**config.mk**
```make
export PLATFORM = sky130hd
export DESIGN_NAME = arbiter_req_queue
export DESIGN_NICKNAME = d
export VERILOG_FILES = /design/src/rtl/arbiter_req_queue.sv
export SDC_FILE = /design/constraint.sdc
export NUM_CORES = 1
export LEC_CHECK = 0
export CORE_ASPECT_RATIO = 0.6
export CORE_UTILIZATION = 49
export CTS_CLUSTER_SIZE = 16
export DETAILED_ROUTE_END_ITERATION = 8
export HOLD_SLACK_MARGIN = 0.05
export PLACE_DENSITY = 0.69
export SYNTH_ARGS = -nofsm -noshare
export SYNTH_HDL_FRONTEND = slang
export SYNTH_SLANG_ARGS = --single-unit
```
**constraint.sdc**
```tcl
create_clock -name clk -period 7.45 [get_ports clk]
set_clock_uncertainty 0.15 [all_clocks]
set_input_delay 0.745 -clock clk [delete_from_list [all_inputs] [get_ports clk]]
set_output_delay 0.745 -clock clk [all_outputs]
set_load 0.1 [all_outputs]
```
**src/rtl/arbiter_req_queue.sv**
```systemverilog
// Per-port ingress queues feeding a round-robin arbiter; pops the granted head word.
// Latency: grant cycle -> out_valid 1 cycle. No output backpressure; in_ready per port.
module arbiter_req_queue #(
    parameter int NUM_PORTS  = 4,
    parameter int DATA_WIDTH = 8,
    parameter int DEPTH      = 4
) (
    input  logic                            clk,
    input  logic                            rst,
    input  logic [NUM_PORTS-1:0]            in_valid,
    input  logic [NUM_PORTS*DATA_WIDTH-1:0] in_data,
    output logic [NUM_PORTS-1:0]            in_ready,
    output logic [NUM_PORTS-1:0]            request,
    input  logic [NUM_PORTS-1:0]            grant,
    output logic                            out_valid,
    output logic [DATA_WIDTH-1:0]           out_data,
    output logic [$clog2(NUM_PORTS)-1:0]    out_port,
    output logic                            grant_err
);

    localparam int PW  = $clog2(DEPTH);
    localparam int CW  = PW + 1;
    localparam int OPW = $clog2(NUM_PORTS);
    localparam logic [CW-1:0] FULL = CW'(DEPTH);

    logic [DATA_WIDTH-1:0] mem_q [NUM_PORTS][DEPTH];
    logic [DATA_WIDTH-1:0] mem_d [NUM_PORTS][DEPTH];
    logic [PW-1:0]         wr_q  [NUM_PORTS];
    logic [PW-1:0]         wr_d  [NUM_PORTS];
    logic [PW-1:0]         rd_q  [NUM_PORTS];
    logic [PW-1:0]         rd_d  [NUM_PORTS];
    logic [CW-1:0]         cnt_q [NUM_PORTS];
    logic [CW-1:0]         cnt_d [NUM_PORTS];

    logic                  out_valid_q, out_valid_d;
    logic [DATA_WIDTH-1:0] out_data_q,  out_data_d;
    logic [OPW-1:0]        out_port_q,  out_port_d;
    logic                  grant_err_q, grant_err_d;

    logic grant_onehot;
    logic pop_any;
    logic push_i, pop_i;

    // Status is derived from registered counts only, so a pop never frees space early
    // and a word being popped this cycle is never re-requested.
    always_comb begin
        in_ready = '0;
        request  = '0;
        for (int i = 0; i < NUM_PORTS; i++) begin
            in_ready[i] = (cnt_q[i] != FULL);
            request[i]  = (cnt_q[i] > {{(CW-1){1'b0}}, grant[i]});
        end
    end

    always_comb begin
        mem_d       = mem_q;
        wr_d        = wr_q;
        rd_d        = rd_q;
        cnt_d       = cnt_q;
        pop_any     = 1'b0;
        push_i      = 1'b0;
        pop_i       = 1'b0;
        out_data_d  = out_data_q;
        out_port_d  = out_port_q;
        grant_onehot = (grant != '0) && ((grant & (grant - NUM_PORTS'(1))) == '0);
        for (int i = 0; i < NUM_PORTS; i++) begin
            push_i = in_valid[i] && (cnt_q[i] != FULL);
            pop_i  = grant_onehot && grant[i] && (cnt_q[i] != '0);
            if (push_i) begin
                mem_d[i][wr_q[i]] = in_data[i*DATA_WIDTH +: DATA_WIDTH];
                wr_d[i]           = wr_q[i] + PW'(1);
            end
            if (pop_i) begin
                rd_d[i]    = rd_q[i] + PW'(1);
                pop_any    = 1'b1;
                out_data_d = mem_q[i][rd_q[i]];
                out_port_d = OPW'(i);
            end
            cnt_d[i] = cnt_q[i] + CW'(push_i) - CW'(pop_i);
        end
        out_valid_d = pop_any;
        // Any non-idle grant that did not produce a pop is a multi-hot or empty-port grant.
        grant_err_d = (grant != '0) && !pop_any;
    end

    always_ff @(posedge clk or posedge rst) begin
        if (rst) begin
            for (int i = 0; i < NUM_PORTS; i++) begin
                wr_q[i]  <= '0;
                rd_q[i]  <= '0;
                cnt_q[i] <= '0;
                for (int j = 0; j < DEPTH; j++) begin
                    mem_q[i][j] <= '0;
                end
            end
            out_valid_q <= 1'b0;
            out_data_q  <= '0;
            out_port_q  <= '0;
            grant_err_q <= 1'b0;
        end else begin
            mem_q       <= mem_d;
            wr_q        <= wr_d;
            rd_q        <= rd_d;
            cnt_q       <= cnt_d;
            out_valid_q <= out_valid_d;
            out_data_q  <= out_data_d;
            out_port_q  <= out_port_d;
            grant_err_q <= grant_err_d;
        end
    end

    assign out_valid = out_valid_q;
    assign out_data  = out_data_q;
    assign out_port  = out_port_q;
    assign grant_err = grant_err_q;

endmodule

```
==> results of run 1 <==
[layout by cell type (no fill, tap or decap), drive strengths merged, types with 5 or more instances in the layout]
| master | count |
|---|---|
| mux2 | 128 |
| inv | 39 |
| o31ai | 9 |
| clkdlybuf4s50 | 61 |
| or2 | 8 |
| mux4 | 32 |
| clkinv | 5 |
| a222oi | 8 |
| dfrtp | 168 |
| nand2 | 30 |
| clkbuf | 18 |
| nand3 | 8 |
| xor2 | 5 |
| nor2 | 13 |
| xnor2 | 11 |
| ha | 36 |
[report_power, final]
part / leakage [uW] / total [uW] / switching [uW] / internal (uW)
registers: 0.00200 / 1730 / 352 / 1380
clock network: 0.000283 / 905 / 375 / 530
logic: 0.00177 / 1930 / 1010 / 922
total: 0.00404 / 4560 / 1730 / 2830
[cell families after synthesis]
| family | count (synthesis) | synth area share (%) |
|---|---|---|
| fa+ha+maj | 40 | 6.70 |
| flops | 168 | 53.1 |
| mux | 160 | 27.3 |
| xor+xnor | 16 | 1.77 |
| buf+inv | 49 | 2.51 |
| simple gates | 74 | 4.73 |
| compound gates | 36 | 3.86 |
[layout make-up]
| class | count | share of cell area, % |
|---|---|---|
| multi-input cells | 326 | 37.6 |
| inverters | 37 | 1.54 |
| well taps | 203 | 2.72 |
| clock buffers | 18 | 4.60 |
| repair buffers | 62 | 6.62 |
| flip-flops and latches | 168 | 45.0 |
| clock inverters | 14 | 1.86 |
[state kept, by name (all words and copies together), names as in the netlist]
name       flops
cnt_q         12
grant_err      1
mem_q        128
out_data       8
out_port       2
out_valid      1
rd_q           8
wr_q           8
[worst max-delay path, delay by kind of cell]
| family | cells | cell delay (ns) |
|---|---|---|
| compound gates | 1 | 0.19 |
| buf+inv | 2 | 1.80 |
| fa+ha+maj | 1 | 0.29 |
[worst max-delay path by stage]
| stage | start | to | slack (ns) | cells past startpoint |
|---|---|---|---|---|
| 2_1_floorplan | rst | cnt_q[0] | 2.01 | 1 |
| 3_3_place_gp | grant[0] | request[0] | 3.58 | 4 |
| 3_5_place_dp | grant[3] | request[3] | 3.55 | 4 |
| 4_1_cts | grant[0] | request[0] | 3.54 | 4 |
| 6_report | grant[3] | request[3] | 3.53 | 4 |
| 5_1_grt | grant[3] | request[3] | 3.44 | 5 |
[metal layers]
metal  up-vias  share of wire [%]
met2        99                 44
met4         0                1.0
met5         -                  0
met3        17                3.8
met1      2454                 51
li1       2108                  -
[synthesized netlist by cell type (5+ instances only)]
cell type,instances
dfrtp_1,168
mux2_2,128
ha_1,36
inv_1,36
mux4_2,32
nand2_1,26
nor2_1,13
xnor2_1,11
o31ai_1,9
a222oi_1,8
nand3_1,8
or2_1,8
buf_2,6
xor2_1,5
[through the flow]
step / setup WS, ns / utilization (%) / total power (uW)
2_1_floorplan: 2.01 / - / 3150
3_3_place_gp: 3.58 / 56.2 / 3580
3_5_place_dp: 3.55 / 56.2 / 3690
4_1_cts: 3.54 / 60.0 / 4600
5_1_grt: 3.44 / 60.0 / 4830
6_report: 3.53 / 60.0 / 4560
==> impl_metrics.ini, run 1 <==
[logic_synthesis]
synth_area_leaders = dfrtp_1 53%, mux2_2 18%, mux4_2 9.1%
yosysSeqAreaShare_pct = 53.1
yosysTopAreaCell = dfrtp_1
ys_warn_count = 0
synth-edff-count = 0
synth-async-reset-ratio_pct = 100
synth_top_area_share_pct = 53.1
yosys_most_used_dff = dfrtp_1
syn_area_sq_um = 7920
synth_nets = 625
syn_area_per_cell_sq_um = 14.6
syn_inst = 543
ys_types = 38
ys_ff_latch = 168

[route]
wl_um = 16600
drc_errors = 6
dr.pass1.iters = 7
viasPerCell = 5.65
wl_per_cell_um = 20.0
vias = 4678
drt_iter0_drc = 310
ant_nets = 0

[final_layout]
final_area_sq_um = 9340
regArea_sq_um = 4200
nets = 694
area_growth_pct = 17.9
antenna-diode-count = 0
fillCellCount = 1205
multi_input_area_sq_um = 3510
instances_no_fill = 828
layout-drive-gt1-share_pct = 32.6

[placement]
dp.cells = 796
gp_congestion = 0.781
portBuffers = 61
placed_area_sq_um = 8730
dp_hpwl_um = 12000

[clocking]
ctsResizeCount = 0
insertion_delay_ns = 0.43
clock-sinks = 168
clk_pin_slew_worst_paths_ns = 0.06
cts_tree = built
postCtsHoldBufs = 0
htreeDepth = 4
root_buffer = clkbuf_16
cts_made_buffers = 17
cts_setup_buffers = 0
ctsLongestPathBuffers = 2

[worst_setup_path]
endpoint_kind = primary output
slowest_stage = clkdlybuf4s50_1
path_cells = clkdlybuf4s50_1 > ha_1 > a32oi_1 > clkdlybuf4s50_1
reg2reg_from = cnt_q[0]
arrival_ns = 3.03
required_ns = 6.55
timing.rr.end = cnt_q[2]
critPathLaunchType = input port
path_max_fanout = 7
critical_path_class = input port to primary output
crit_path_max_incr_delay_ns = 1.15
crit_top_cell = clkdlybuf4s50_1
rr_worst_depth = 8
r2r_slack_ns = 4.79

[global_routing]
met2_usage_pct = 32.7
grt.met3_usage_pct = 4.34
gr-usage-met1_pct = 32.8
antenna_found_initial = 0
grt-ovfl-total = 0
grt_use_total_pct = 21.9
grt_pass1_wl_um = 27300
first_global_vias = 4821
top_usage_layer = met1
grt_max_degree = 88

[status]
violations = design-rule violations
status = complete, but fails checks

[floorplanning]
rows = 35
ios = 62
initial_core_util_pct = 50.9
die_area_sq_um = 16700
die_y_um = 100
core_area_sq_um = 15500
die_w_um = 166

[pwr]
power_leakage_uw = 0.00404
p_per_area_nw_per_um2 = 489
ir_drop_uv = 190

[sta]
worstMarginPinSlew_ns = 1.11
worst_hold_slack_ns = 0.351
hold_violations = 0
relSlewSlack_pct = 26.1
fin_crit_ns = 3.92
rsz0062_at_grt = no
finalMaxSlewViolations = 0
fmaxAchievable_ghz = 0.255
period_share_pct = 52.7
report.final.setup_viol = 0
finalSetupTns_ns = 0

[min_path]
min_from = mem_q[90]
min_to = mem_q[90]
hp-class = register to register
holdPathStages = 1

[job]
cap_violations = 0
Power figures use the tool's default switching activity.
==> run 2: changes to the inputs <==
PLACE_DENSITY = 0.72   (was 0.69)
clock period = 3.5 ns   (was 7.45 ns; I/O delays follow)
==> run 2 against run 1 <==
Against the previous run:
- worst hold slack lost 0.061 ns
- worst setup slack got worse by 2.8 ns
- first-iteration DRC count decreased by 19%
- clock-buffer cell count did not move
- the run still ends with design-rule violations left
- register-to-register slack got worse by 3.9 ns
- flip-flop and latch count unchanged
- final cell count rose by 0.97%
- highest routed layer unchanged
==> impl_metrics.ini, run 2 (same netlist as run 1, synthesis figures left out) <==
[global_routing]
grt-ovfl-total = 0
first_global_vias = 4993
grt_max_degree = 43
antenna_found_initial = 0
grt_use_total_pct = 22.1
grt_pass1_wl_um = 27800

[final_layout]
final_cell_mix = 168 x dfrtp_1, 128 x mux2_2, 57 x clkdlybuf4s50_1
nets = 702
regMostFlops = mem_q
reg.largest.list = mem_q x128, cnt_q x12
layout-drive-gt1-share_pct = 34.3
largest_reg_flops = 128
fillCellCount = 1144
area_growth_pct = 19.1
antenna-diode-count = 0
final_common_cell = dfrtp_1
instances_no_fill = 836

[route]
viasPerCell = 5.64
wl_um = 16800
vias = 4712
drt_iter0_drc = 251
dr.pass1.iters = 7
wl_per_cell_um = 20.1
ant_nets = 0
drc_errors = 6

[worst_setup_path]
required_ns = 3.00
critical_path_class = register to primary output
critPathLaunchType = register
arrival_ns = 2.30
endpoint_kind = primary output
path_max_fanout = 4

[sta]
hold_violations = 0
fmaxAchievable_ghz = 0.357
report.final.setup_viol = 0
worstMarginPinSlew_ns = 1.04
setup_ws_ns = 0.696
fin_crit_ns = 2.80
worst_hold_slack_ns = 0.291
finalMaxSlewViolations = 0
relSlewSlack_pct = 30.2
finalSetupTns_ns = 0
rsz0062_at_grt = no
period_share_pct = 80.1

[floorplanning]
die_y_um = 100
die_area_sq_um = 16700
die_w_um = 166
ios = 62
core_area_sq_um = 15500
initial_core_util_pct = 50.9
rows = 35

[status]
violations = design-rule violations
status = complete, but fails checks

[placement]
dp_hpwl_um = 12600
dp.cells = 804
portBuffers = 61
pre_cts_ws_ns = 0.454
gp_congestion = 0.812

[clocking]
insertion_delay_ns = 0.42
ctsLongestPathBuffers = 2
clk_pin_slew_worst_paths_ns = 0.07
postCtsHoldBufs = 0
ctsResizeCount = 0
root_buffer = clkbuf_16
htreeDepth = 4
clock-sinks = 168
cts_setup_buffers = 0
cts_made_buffers = 17
cts_tree = built

[job]
cap_violations = 0

[pwr]
ir_drop_uv = 409
power_leakage_uw = 0.00412
total_power_uw = 9790
p_per_area_nw_per_um2 = 1040

[min_path]
hp-class = input port to asynchronous set/reset pin
-- run 2: final timing paths --
kind,from,end,slack (ns),depth (start not counted)
max in group asynchronous,rst,mem_q[0],2.20,3
setup / recovery,cnt_q[4],in_ready[2],0.70,2
min in group clk,mem_q[7],mem_q[7],0.35,1
hold reg to reg,mem_q[7],mem_q[7],0.35,1
hold / removal,rst,mem_q[39],0.29,2
setup reg to reg,cnt_q[0],cnt_q[2],0.86,8
-- run 2: metrics by stage --
step	util [%]	instance area, sq um
final	60.7	9430
after floorplan	-	7920
after global routing	60.7	9430
after global placement	56.6	8810
after CTS	60.7	9430
after detailed placement	56.6	8810
-- run 2: final cells by class --
cell class / count / area [sq um] / area share, %
flip-flops and latches: 168 / 4200 / 44.6
multi-input cells: 326 / 3510 / 37.2
repair buffers: 70 / 693 / 7.35
clock buffers: 18 / 439 / 4.66
well taps: 203 / 254 / 2.69
clock inverters: 14 / 184 / 1.95
inverters: 37 / 143 / 1.51
-- run 2: metal layers --
layer,up-vias,GRT usage [%],share of wire (%)
met5,-,0,0
met4,0,5.10,0.89
met3,18,4.97,5.9
met2,123,33.5,45
met1,2437,32.7,48
li1,2134,-,-
-- run 2: power by group --
part	switching (uW)	leakage (uW)	internal (uW)	total (uW)
sequential	768	0.00200	2940	3710
clock	800	0.000310	1160	1960
combinational	2160	0.00181	1960	4120
total	3730	0.00412	6060	9790
-- run 2: worst max-delay path: stages, from the launching register on --
cell and delay [ns]:
dfrtp_1 0.44, or3b_2 0.48, clkdlybuf4s50_1 0.98
==> run 3: changes to the inputs <==
PLACE_DENSITY = 0.69   (was 0.72)
clock period = 2.65 ns   (was 3.5 ns; I/O delays follow)
==> run 3 against run 2 <==
Against the previous run:
- the flow still finishes with violations (design-rule violations)
- combinational power is 40% higher
- via count is 1.3% higher
- clock-buffer cell count is 3 higher
- die area stayed put
- utilization is 0.82 points higher
- critical path type is now register to register
- largest power group unchanged
==> impl_metrics.ini, run 3 (same netlist as run 1, synthesis figures left out) <==
[status]
status = complete, but fails checks
violations = design-rule violations

[clocking]
cts_tree = built
clock-sinks = 168
cts_made_buffers = 17
postCtsHoldBufs = 0
insertion_delay_ns = 0.42
ctsLongestPathBuffers = 2
ctsResizeCount = 0
root_buffer = clkbuf_16
htreeDepth = 4
cts_setup_buffers = 0
clk_pin_slew_worst_paths_ns = 0.07

[worst_setup_path]
endpoint_kind = register
critical_path_class = register to register
critPathLaunchType = register
arrival_ns = 2.52
required_ns = 2.81
path_max_fanout = 4

[global_routing]
grt_max_degree = 74
grt-ovfl-total = 0
grt_pass1_wl_um = 28500
grt_use_total_pct = 22.7
first_global_vias = 5200
antenna_found_initial = 0

[final_layout]
antenna-diode-count = 0
final_cell_mix = 168 x dfrtp_1, 128 x mux2_2, 41 x clkdlybuf4s50_1
reg.largest.list = mem_q x128, cnt_q x12
area_growth_pct = 20.7
largest_reg_flops = 128
final_common_cell = dfrtp_1
layout-drive-gt1-share_pct = 38.5
nets = 716
regMostFlops = mem_q
instances_no_fill = 849

[route]
met3_length_um = 732
ant_nets = 0
drt_iter0_drc = 282
drc_errors = 4
wl_um = 17100
viasPerCell = 5.62
highest_layer = met4
m1WireLength_um = 8480
wl_met2_um = 7670
wl_per_cell_um = 20.2
vias = 4774
dr.pass1.iters = 8

[placement]
dp.cells = 818
dp_hpwl_um = 12700
gp_congestion = 0.802
portBuffers = 61

[sta]
worstMarginPinSlew_ns = 0.885
fmaxAchievable_ghz = 0.424
fin_crit_ns = 2.36
rsz0062_at_grt = no
relSlewSlack_pct = 40.8
period_share_pct = 89.1
finalMaxSlewViolations = 0
finalSetupTns_ns = 0
hold_violations = 0
report.final.setup_viol = 0

[min_path]
hp-class = input port to asynchronous set/reset pin

[pwr]
ir_drop_uv = 500
power_leakage_uw = 0.00421
p_per_area_nw_per_um2 = 1370

[floorplanning]
die_area_sq_um = 16700
initial_core_util_pct = 50.9
core_area_sq_um = 15500
die_w_um = 166
rows = 35
ios = 62
die_y_um = 100

[job]
cap_violations = 0
==> run 3: cell types whose count changed in the layout (fill, tap and decap cells not counted), moves of 4 or more <==
cell             delta
a32oi_2             +4
clkdlybuf4s50_1    -16
inv_6               -4
buf_4              +25
buf_12              +5
a32oi_1             -4
==> run 3: routing by layer <==
layer / track usage (%) / up-vias
li1: - / 2160
met1: 33.6 / 2483
met2: 34.3 / 112
met3: 4.26 / 19
met4: 7.12 / 0
met5: 0 / -
==> run 3: cell type report <==
type / count / area, sq um
Timing Repair Buffer: 84 / 821
Tap cell: 203 / 254
Inverter: 37 / 143
Clock buffer: 21 / 470
Clock inverter: 10 / 120
Multi-Input combinational cell: 326 / 3540
Sequential cell: 168 / 4200
Fill cell: 1162 / 5990
==> run 3: per-stage QoR <==
stage	hold slack (ns)	cell area [sq um]	util (%)	setup slack, ns	total power (uW)
after detailed placement	0.338	8970	57.7	0.0402	10700
final	0.0976	9560	61.5	0.290	13100
after global routing	0.157	9560	61.5	0.188	13800
after global placement	0.331	8970	57.7	0.0631	10300
after floorplan	0.244	7950	-	0.0561	8920
after CTS	0.107	9560	61.5	0.294	13200
==> run 3: worst max-delay path: stages (launching register included) <==
cell,delay [ns]
dfrtp_1,0.43
or3b_4,0.41
and2_1,0.19
inv_1,0.06
ha_1,0.21
inv_1,0.06
ha_1,0.12
inv_1,0.05
fa_1,0.39
xor2_1,0.17
==> run 3: power breakdown <==
part           switching (uW)  internal, uW  leakage [uW]
combinational            3000          2780       0.00192
sequential                930          3880       0.00200
clock                     998          1460      0.000286
==> run 3: path summary, 6_finish.rpt <==
kind	slack, ns	to	cells past startpoint	start
min reg2reg	0.35	mem_q[2]	1	mem_q[2]
max reg2reg	0.29	cnt_q[5]	9	cnt_q[3]
max	0.29	cnt_q[5]	9	cnt_q[3]
min	0.1	mem_q[44]	2	rst
min in group clk	0.35	mem_q[2]	1	mem_q[2]
max in group asynchronous	1.51	out_data[3]	3	rst
